[config.mk]
export PLATFORM = sky130hd
export DESIGN_NAME = instr_encoder
export DESIGN_NICKNAME = d
export VERILOG_FILES = /design/src/rtl/instr_encoder.sv
export SDC_FILE = /design/constraint.sdc
export NUM_CORES = 1
export LEC_CHECK = 0
export ABC_CLOCK_PERIOD_IN_PS = 1800
export BUFFER_PORTS_ARGS = -buffer_cell sky130_fd_sc_hd__buf_2
export CORE_MARGIN = 2
export CORE_UTILIZATION = 47
export CTS_CLUSTER_DIAMETER = 30
export DETAILED_ROUTE_END_ITERATION = 6
export PLACE_DENSITY = 0.89
export REMOVE_ABC_BUFFERS = 1
export SLEW_MARGIN = 20
export SYNTH_ARGS = -nofsm -noshare
export SYNTH_HDL_FRONTEND = slang
export SYNTH_SLANG_ARGS = --single-unit
[constraint.sdc]
create_clock -name clk -period 1.8 [get_ports clk]
set_clock_uncertainty 0.1 [all_clocks]
set_input_delay 0.36 -clock clk [delete_from_list [all_inputs] [get_ports clk]]
set_output_delay 0.36 -clock clk [all_outputs]
set_load 0.02 [all_outputs]
[src/rtl/instr_encoder.sv]
// Packs decoded instruction fields into 32-bit MIPS-style words and streams
// them into instruction memory, one word per two cycles, with fill tracking.
module instr_encoder #(
  parameter int ADDR_W = 8
) (
  input  logic              clk,
  input  logic              reset,
  input  logic              clear,
  input  logic              in_valid,
  output logic              in_ready,
  input  logic [1:0]        op_class,
  input  logic [4:0]        rs,
  input  logic [4:0]        rt,
  input  logic [4:0]        rd,
  input  logic [4:0]        shamt,
  input  logic [5:0]        funct,
  input  logic [15:0]       imm,
  output logic              mem_we,
  output logic [ADDR_W-1:0] mem_addr,
  output logic [31:0]       mem_wdata,
  output logic [ADDR_W:0]   count,
  output logic              full,
  output logic              error
);

  typedef enum logic [1:0] {IDLE, WRITE, FULL} state_e;

  localparam logic [ADDR_W:0] CAPACITY = {1'b1, {ADDR_W{1'b0}}};

  state_e            state_q, state_d;
  logic [ADDR_W-1:0] addr_q, addr_d;
  logic [ADDR_W:0]   count_q, count_d;
  logic [31:0]       wdata_q, wdata_d;
  logic              error_q, error_d;
  logic              transfer;
  logic [31:0]       encodedWord;
  logic [ADDR_W:0]   countInc;

  assign in_ready  = (state_q == IDLE) && !clear;
  assign mem_we    = (state_q == WRITE) && !clear;
  assign transfer  = in_valid && in_ready;
  assign countInc  = count_q + (ADDR_W+1)'(1);
  assign mem_addr  = addr_q;
  assign mem_wdata = wdata_q;
  assign count     = count_q;
  assign full      = (count_q == CAPACITY);
  assign error     = error_q;

  always_comb begin
    encodedWord = wdata_q;
    case (op_class)
      2'd0:    encodedWord = {6'h00, rs, rt, rd, shamt, funct};
      2'd1:    encodedWord = {6'h08, rs, rt, imm};
      2'd2:    encodedWord = {6'h0d, rs, rt, imm};
      default: encodedWord = wdata_q;
    endcase
  end

  // clear outranks everything and leaves the last encoded word visible
  always_comb begin
    state_d = state_q;
    addr_d  = addr_q;
    count_d = count_q;
    wdata_d = wdata_q;
    error_d = error_q;
    if (clear) begin
      state_d = IDLE;
      addr_d  = '0;
      count_d = '0;
      error_d = 1'b0;
    end else begin
      case (state_q)
        IDLE: begin
          if (transfer) begin
            if (op_class == 2'd3) begin
              error_d = 1'b1;
            end else begin
              wdata_d = encodedWord;
              state_d = WRITE;
            end
          end
        end
        WRITE: begin
          addr_d  = addr_q + ADDR_W'(1);
          count_d = countInc;
          state_d = (countInc == CAPACITY) ? FULL : IDLE;
        end
        FULL:    state_d = FULL;
        default: state_d = IDLE;
      endcase
    end
  end

  always_ff @(posedge clk or negedge reset) begin
    if (!reset) begin
      state_q <= IDLE;
      addr_q  <= '0;
      count_q <= '0;
      wdata_q <= '0;
      error_q <= 1'b0;
    end else begin
      state_q <= state_d;
      addr_q  <= addr_d;
      count_q <= count_d;
      wdata_q <= wdata_d;
      error_q <= error_d;
    end
  end

endmodule

==> results of run 1 <==
## critical path, stage by stage (launching register included)
cell,delay [ns]
sky130_fd_sc_hd__dfrtp_1,0.41
sky130_fd_sc_hd__nor4_2,0.29
sky130_fd_sc_hd__nand3b_1,0.14
sky130_fd_sc_hd__nor3b_2,0.18
sky130_fd_sc_hd__buf_4,0.16
## what timing repair did
item / 4_1_cts / 5_1_grt
endpoints found under the setup margin: 2 / 4
hold endpoints to repair: 48 / 0
resized for setup: 2 / 8
hold buffers: 1 / 0
pin swaps: 3 / 2
buffers inserted: 1 / 1
gates cloned: 0 / 0
## Yosys cell counts, drive strengths merged
library cell and count:
nand3 2, nor3b 1, ha 7, nor3 4
inv 6, o21ai 20, clkbuf 9, dfrtp 48
and3 2, buf 7, nand2 31, nand4 4
a31oi 1, xnor2 6, nand3b 4, conb 1
or2b 1, or3 3, mux2 11, nor2 15
and4b 1, nor2b 1, a21oi 5, xor2 7
a22oi 16, nor4 2, nand2b 1
## state kept, by name, summed over array words and instances, names as in the netlist
signal,flops
error,1
count,9
mem_wdata,28
mem_addr,8
state_q,2
## worst max-delay path by stage
stage	startpoint	endpoint
floorplan	state_q[0]	mem_wdata[16]
global placement	op_class[0]	mem_wdata[16]
detailed placement	count[0]	state_q[1]
CTS	count[3]	full
global route	count[5]	full
finish	count[5]	full
## cell families (layout without fill, tap and decap cells)
logic type	Yosys count	after routing
AO/OA/AOI/OAI	42	42
XOR/XNOR	13	13
adder cells (fa/ha/maj)	7	7
buffers and inverters	22	125
flip-flops	48	48
multiplexers	11	11
other	1	3
AND/OR/NAND/NOR	72	72
## metrics by stage
stage                     TNS [ns]  cells
after floorplan             -20.55    202
after global placement           0    364
after detailed placement         0    364
after CTS                   -0.162    374
after global routing        -0.284    375
final                       -0.137    375
## layer usage
layer / vias to the layer above / wire length (µm)
met5: - / 0
met4: 0 / 74
met3: 7 / 274
met2: 68 / 2610
met1: 909 / 2170
li1: 939 / -
## final cells by class
| cell class | count | area (µm²) |
|---|---|---|
| clock buffer | 6 | 82.6 |
| clock inverter | 2 | 10.0 |
| fill | 388 | 1680 |
| inverter | 6 | 22.5 |
| multi-input combinational | 148 | 1000 |
| sequential | 48 | 1200 |
| tap | 54 | 67.6 |
| timing repair buffer | 111 | 623 |
## where the power goes
group / internal [µW] / switching, µW / total [µW]
clock network: 307 / 350 / 658
registers: 1220 / 80.5 / 1300
logic: 272 / 404 / 677
==> results.sh, run 1 <==
export IMPL_result_of_the_run="finished, violations left"
export IMPL_failed_checks="setup timing"
export IMPL_synth_distinct_cells=33
export IMPL_period_needed_ns=1.94
export IMPL_postSynthCellCount=216
export IMPL_avgRoutedWirePerCell_um=13.7
export IMPL_cts_path_max_buffers=2
export IMPL_gp_congestion=0.902
export IMPL_worst_endpoint_arrival_ns=1.48
export IMPL_clkTransAtPathRegs_ns=0.09
export IMPL_rrSetupSlack_ns=0.09
export IMPL_grt_met2_usage=0.343
export IMPL_drc=0
export IMPL_hp_class="input port to flip-flop"
export IMPL_design_die_area_mm2=0.00539
export IMPL_yosys_area_top_type="sky130_fd_sc_hd__dfrtp_1"
export IMPL_ys_seq_elements=48
export IMPL_global_route_overflow_total=0
export IMPL_grtUsageMet1=0.262
export IMPL_cellPowerDensity_mw_per_mm2=874
export IMPL_detailedRoute_firstPassIterationCount=4
export IMPL_initial_core_utilization=0.482
export IMPL_layout_area_overhead_vs_synth_pct=32.9
export IMPL_timing_worst_setup_path_type="flip-flop to output pin"
export IMPL_post_synth_adder_cell_area=0.0387
export IMPL_grt_pass1_vias=1830
export IMPL_top_usage_layer="met2"
export IMPL_critical_path_startpoint_type="flip-flop"
export IMPL_global_route_usage_total=0.203
export IMPL_io_buffers=97
export IMPL_final_hold_violation_count=0
export IMPL_vias_per_cell=5.13
export IMPL_placement_setup_worst_slack_ns=0.0504
export IMPL_cp_end_kind="output pin"
export IMPL_clkSinkCount=48
export IMPL_final_setup_worst_slack_ns=-0.137
export IMPL_detailed_place_area_mm2=0.00285
export IMPL_tritoncts_num_buffers=5
export IMPL_clk_root_buffer_cell="sky130_fd_sc_hd__clkbuf_8"
export IMPL_pin_count=101
export IMPL_global_route_wire_length_before_repair_mm=8.49
export IMPL_maxClockFrequency_mhz=516
export IMPL_ant_nets=0
export IMPL_final_net_count=375
export IMPL_synth_cell_area_mm2=0.00226
export IMPL_clock_latency_ns=0.30
export IMPL_totalWireLength_mm=5.13
export IMPL_min_to="mem_wdata[16]"
export IMPL_worst_endpoint_required_ns=1.34
export IMPL_synthDominantCellAreaShare=0.531
export IMPL_final_layout_size_suffix_gt1_frac=0.411
export IMPL_synth_seq_area_share=0.531
export IMPL_floorplan_die_height_um=73.4
export IMPL_vias=1923
export IMPL_worst_hold_path_num_cells=2
export IMPL_grt_setup_unrepaired="true"
export IMPL_layout_cells_most_common_list="95 x sky130_fd_sc_hd__buf_2, 47 x sky130_fd_sc_hd__dfrtp_1, 31 x sky130_fd_sc_hd__nand2_1"
export IMPL_chipWidth_um=73.4
export IMPL_yosys_top_cells_area="sky130_fd_sc_hd__dfrtp_1 53%, sky130_fd_sc_hd__a22oi_1 5.3%, sky130_fd_sc_hd__nand2_1 5.1%"
export IMPL_final_common_cell="sky130_fd_sc_hd__buf_2"
export IMPL_antenna_cells_inserted=0
export IMPL_syn_mean_instance_area_um2=10.5
export IMPL_grt_antenna_before_repair=0
export IMPL_hold_worst_slack_ns=0.174
export IMPL_globalRouteMet3Util=0.0425
export IMPL_leakagePower_uw=0.00156
export IMPL_rr_startpoint="count[0]"
export IMPL_grt_max_degree=49
export IMPL_crit_path_max_fanout=2
export IMPL_row_count=25
export IMPL_largest_family_of_logic_cells_by_synthesized_area="simple AND/OR/NAND/NOR gates"
export IMPL_final_critical_path_share_of_the_clock_period=1.08
export IMPL_regToRegEndpoint="state_q[1]"
export IMPL_synth_xor_area_share=0.0503
export IMPL_synth_warning_count=0
export IMPL_core_area_mm2=0.00469
export IMPL_drv_cap=0
export IMPL_tritoncts="built"
export IMPL_multiplexer_area_fraction_after_synthesis=0.0630
export IMPL_post_layout_total_power_uw=2630
export IMPL_slew_viol_final=0
export IMPL_final_design_area_no_fill_mm2=0.00301
export IMPL_place_hpwl_mm=3.80
export IMPL_max_vdd_ir_drop_mv=0.470
export IMPL_ctsHtreeMaxLevel=2
export IMPL_final_core_utilization=0.641
export IMPL_report_final_setup_viol=1
export IMPL_worstHoldStart="rt[0]"
export IMPL_drtIter0Drc=135
export IMPL_r2r_worst_path_cells=5
export IMPL_compound_gate_fraction_of_synth_area=0.111
export IMPL_synth_simple_gate_area_frac=0.157
(Power assumes the default switching activity.)
==> inputs of run 2 (changes only) <==
CORE_ASPECT_RATIO = 1.25   (was unset)
==> run 2 against run 1 <==
  * The run still ends with setup timing left
  * Routed wire length decreased by 0.45%
  * Core utilization decreased by 0.22 points
  * Design area decreased by 0.29%
  * Global-route usage decreased by 0.77 points
  * Cell count increased by 1.9%
  * Critical path depth unchanged
  * Via count decreased by 0.31%
  * Setup slack improved by 0.014 ns
==> results.sh, run 2 (synthesis gave the netlist of run 1 again) <==
export IMPL_result_of_the_run="finished, violations left"
export IMPL_failed_checks="setup timing"
export IMPL_row_count=28
export IMPL_multiInputGateArea_um2=981
export IMPL_power_clock_fraction=0.248
export IMPL_placement_setup_worst_slack_ns=0.102
export IMPL_global_route_wire_length_before_repair_mm=8.16
export IMPL_pwr_share_seq=0.495
export IMPL_final_setup_worst_slack_ns=-0.123
export IMPL_maxClockFrequency_mhz=520
export IMPL_drv_cap=0
export IMPL_detailedRoute_firstPassIterationCount=4
export IMPL_drc=0
export IMPL_antenna_cells_inserted=0
export IMPL_seqCellArea_mm2=0.00120
export IMPL_cp_end_kind="output pin"
export IMPL_layout_area_overhead_vs_synth_pct=32.5
export IMPL_final_hold_violation_count=0
export IMPL_design_die_area_mm2=0.00539
export IMPL_initial_core_utilization=0.482
export IMPL_filler_cell_count=405
export IMPL_crit_chain="nor4_2 > nand3b_1 > nor3b_2 > buf_4"
export IMPL_detailed_place_area_mm2=0.00287
export IMPL_final_critical_path_share_of_the_clock_period=1.07
export IMPL_final_layout_size_suffix_gt1_frac=0.404
export IMPL_clkTransAtPathRegs_ns=0.08
export IMPL_floorplan_die_height_um=81.6
export IMPL_pin_count=101
export IMPL_final_common_cell="sky130_fd_sc_hd__buf_2"
export IMPL_totalWireLength_mm=5.10
export IMPL_final_net_count=376
export IMPL_post_layout_total_power_uw=2610
export IMPL_chipWidth_um=66.1
export IMPL_crit_path_max_fanout=2
export IMPL_grt_antenna_before_repair=0
export IMPL_ctsHtreeMaxLevel=2
export IMPL_power_net_switching_uw=814
export IMPL_leakagePower_uw=0.00156
export IMPL_worst_endpoint_arrival_ns=1.46
export IMPL_slew_viol_final=0
export IMPL_clock_latency_ns=0.29
export IMPL_grt_pass1_vias=1845
export IMPL_global_route_usage_total=0.196
export IMPL_period_needed_ns=1.92
export IMPL_worst_endpoint_required_ns=1.34
export IMPL_crit_path_max_incr_delay_ns=0.40
export IMPL_critical_path_startpoint_type="flip-flop"
export IMPL_cellPowerDensity_mw_per_mm2=872
export IMPL_clk_root_buffer_cell="sky130_fd_sc_hd__clkbuf_8"
export IMPL_tritoncts="built"
export IMPL_crit_family="simple AND/OR/NAND/NOR gates"
export IMPL_vias_per_cell=5.02
export IMPL_critPathSlowestCell="sky130_fd_sc_hd__dfrtp_1"
export IMPL_cts_path_max_buffers=2
export IMPL_gp_congestion=0.817
export IMPL_final_design_area_no_fill_mm2=0.00300
export IMPL_timing_worst_setup_path_type="flip-flop to output pin"
export IMPL_io_buffers=97
export IMPL_vias=1917
export IMPL_worstPathBufferInverterCount=1
export IMPL_clkSinkCount=48
export IMPL_ant_nets=0
export IMPL_layout_cells_most_common_list="96 x sky130_fd_sc_hd__buf_2, 47 x sky130_fd_sc_hd__dfrtp_1, 31 x sky130_fd_sc_hd__nand2_1"
export IMPL_tritoncts_num_buffers=5
export IMPL_cellInternalPower_uw=1800
export IMPL_swShare=0.311
export IMPL_drtIter0Drc=105
export IMPL_number_of_flip_flops_under_the_largest_register_name=28
export IMPL_dp_cells=372
export IMPL_global_route_overflow_total=0
export IMPL_max_vdd_ir_drop_mv=0.559
export IMPL_grt_setup_unrepaired="true"
export IMPL_core_area_mm2=0.00469
export IMPL_pwr_share_comb=0.257
export IMPL_hp_class="input port to flip-flop"
export IMPL_grt_max_degree=49
export IMPL_final_core_utilization=0.639
export IMPL_layout_cells_non_filler=382
export IMPL_report_final_setup_viol=1
export IMPL_avgRoutedWirePerCell_um=13.4
export IMPL_place_hpwl_mm=3.80
==> run 2: through the flow <==
| stage | hold slack (ns) | TNS, ns |
|---|---|---|
| final | 0.176 | -0.123 |
| after global routing | 0.165 | -0.227 |
| after CTS | 0.166 | -0.113 |
| after detailed placement | 0.264 | 0 |
| after global placement | 0.262 | 0 |
| after floorplan | -0.0356 | -20.55 |
==> run 2: final timing paths <==
path / start / endpoint / slack [ns] / cells past startpoint
min in group asynchronous: reset / count[0] / 0.47 / 3
hold / removal: rt[1] / mem_wdata[17] / 0.18 / 2
setup reg to reg: count[1] / state_q[1] / 0.15 / 5
max in group asynchronous: reset / mem_wdata[16] / 0.90 / 3
setup / recovery: count[5] / full / -0.12 / 4
hold reg to reg: mem_wdata[6] / mem_wdata[6] / 0.38 / 2
==> run 2: routing by layer <==
metal | vias up | GRT usage | share of wire
li1 | 939 | - | -
met3 | 10 | 0.0534 | 0.065
met2 | 69 | 0.360 | 0.53
met1 | 899 | 0.214 | 0.39
met5 | - | 0 | 0
met4 | 0 | 0.0714 | 0.015
==> run 2: what timing repair did <==
item | 4_1_cts | 5_1_grt
endpoints found under the setup margin | 1 | 2
endpoints found under the hold margin | 48 | 0
pin swaps | 3 | 2
setup buffers | 1 | 0
hold buffers | 1 | 0
gates resized for setup | 3 | 3
gates cloned | 0 | 0
==> run 2: layout make-up <==
type	instances	area share
well taps	60	0.0250
multi-input cells	148	0.327
inverters	6	0.00751
repair buffers	112	0.209
clock buffers	8	0.0300
flip-flops and latches	48	0.401
==> run 2: power groups by stage <==
stage | logic [µW] | clock network (µW) | registers [µW]
floorplan | 201 | 0 | 1490
global placement | 662 | 0 | 1310
detailed placement | 683 | 0 | 1310
CTS | 683 | 674 | 1290
global route | 735 | 712 | 1310
finish | 672 | 649 | 1290
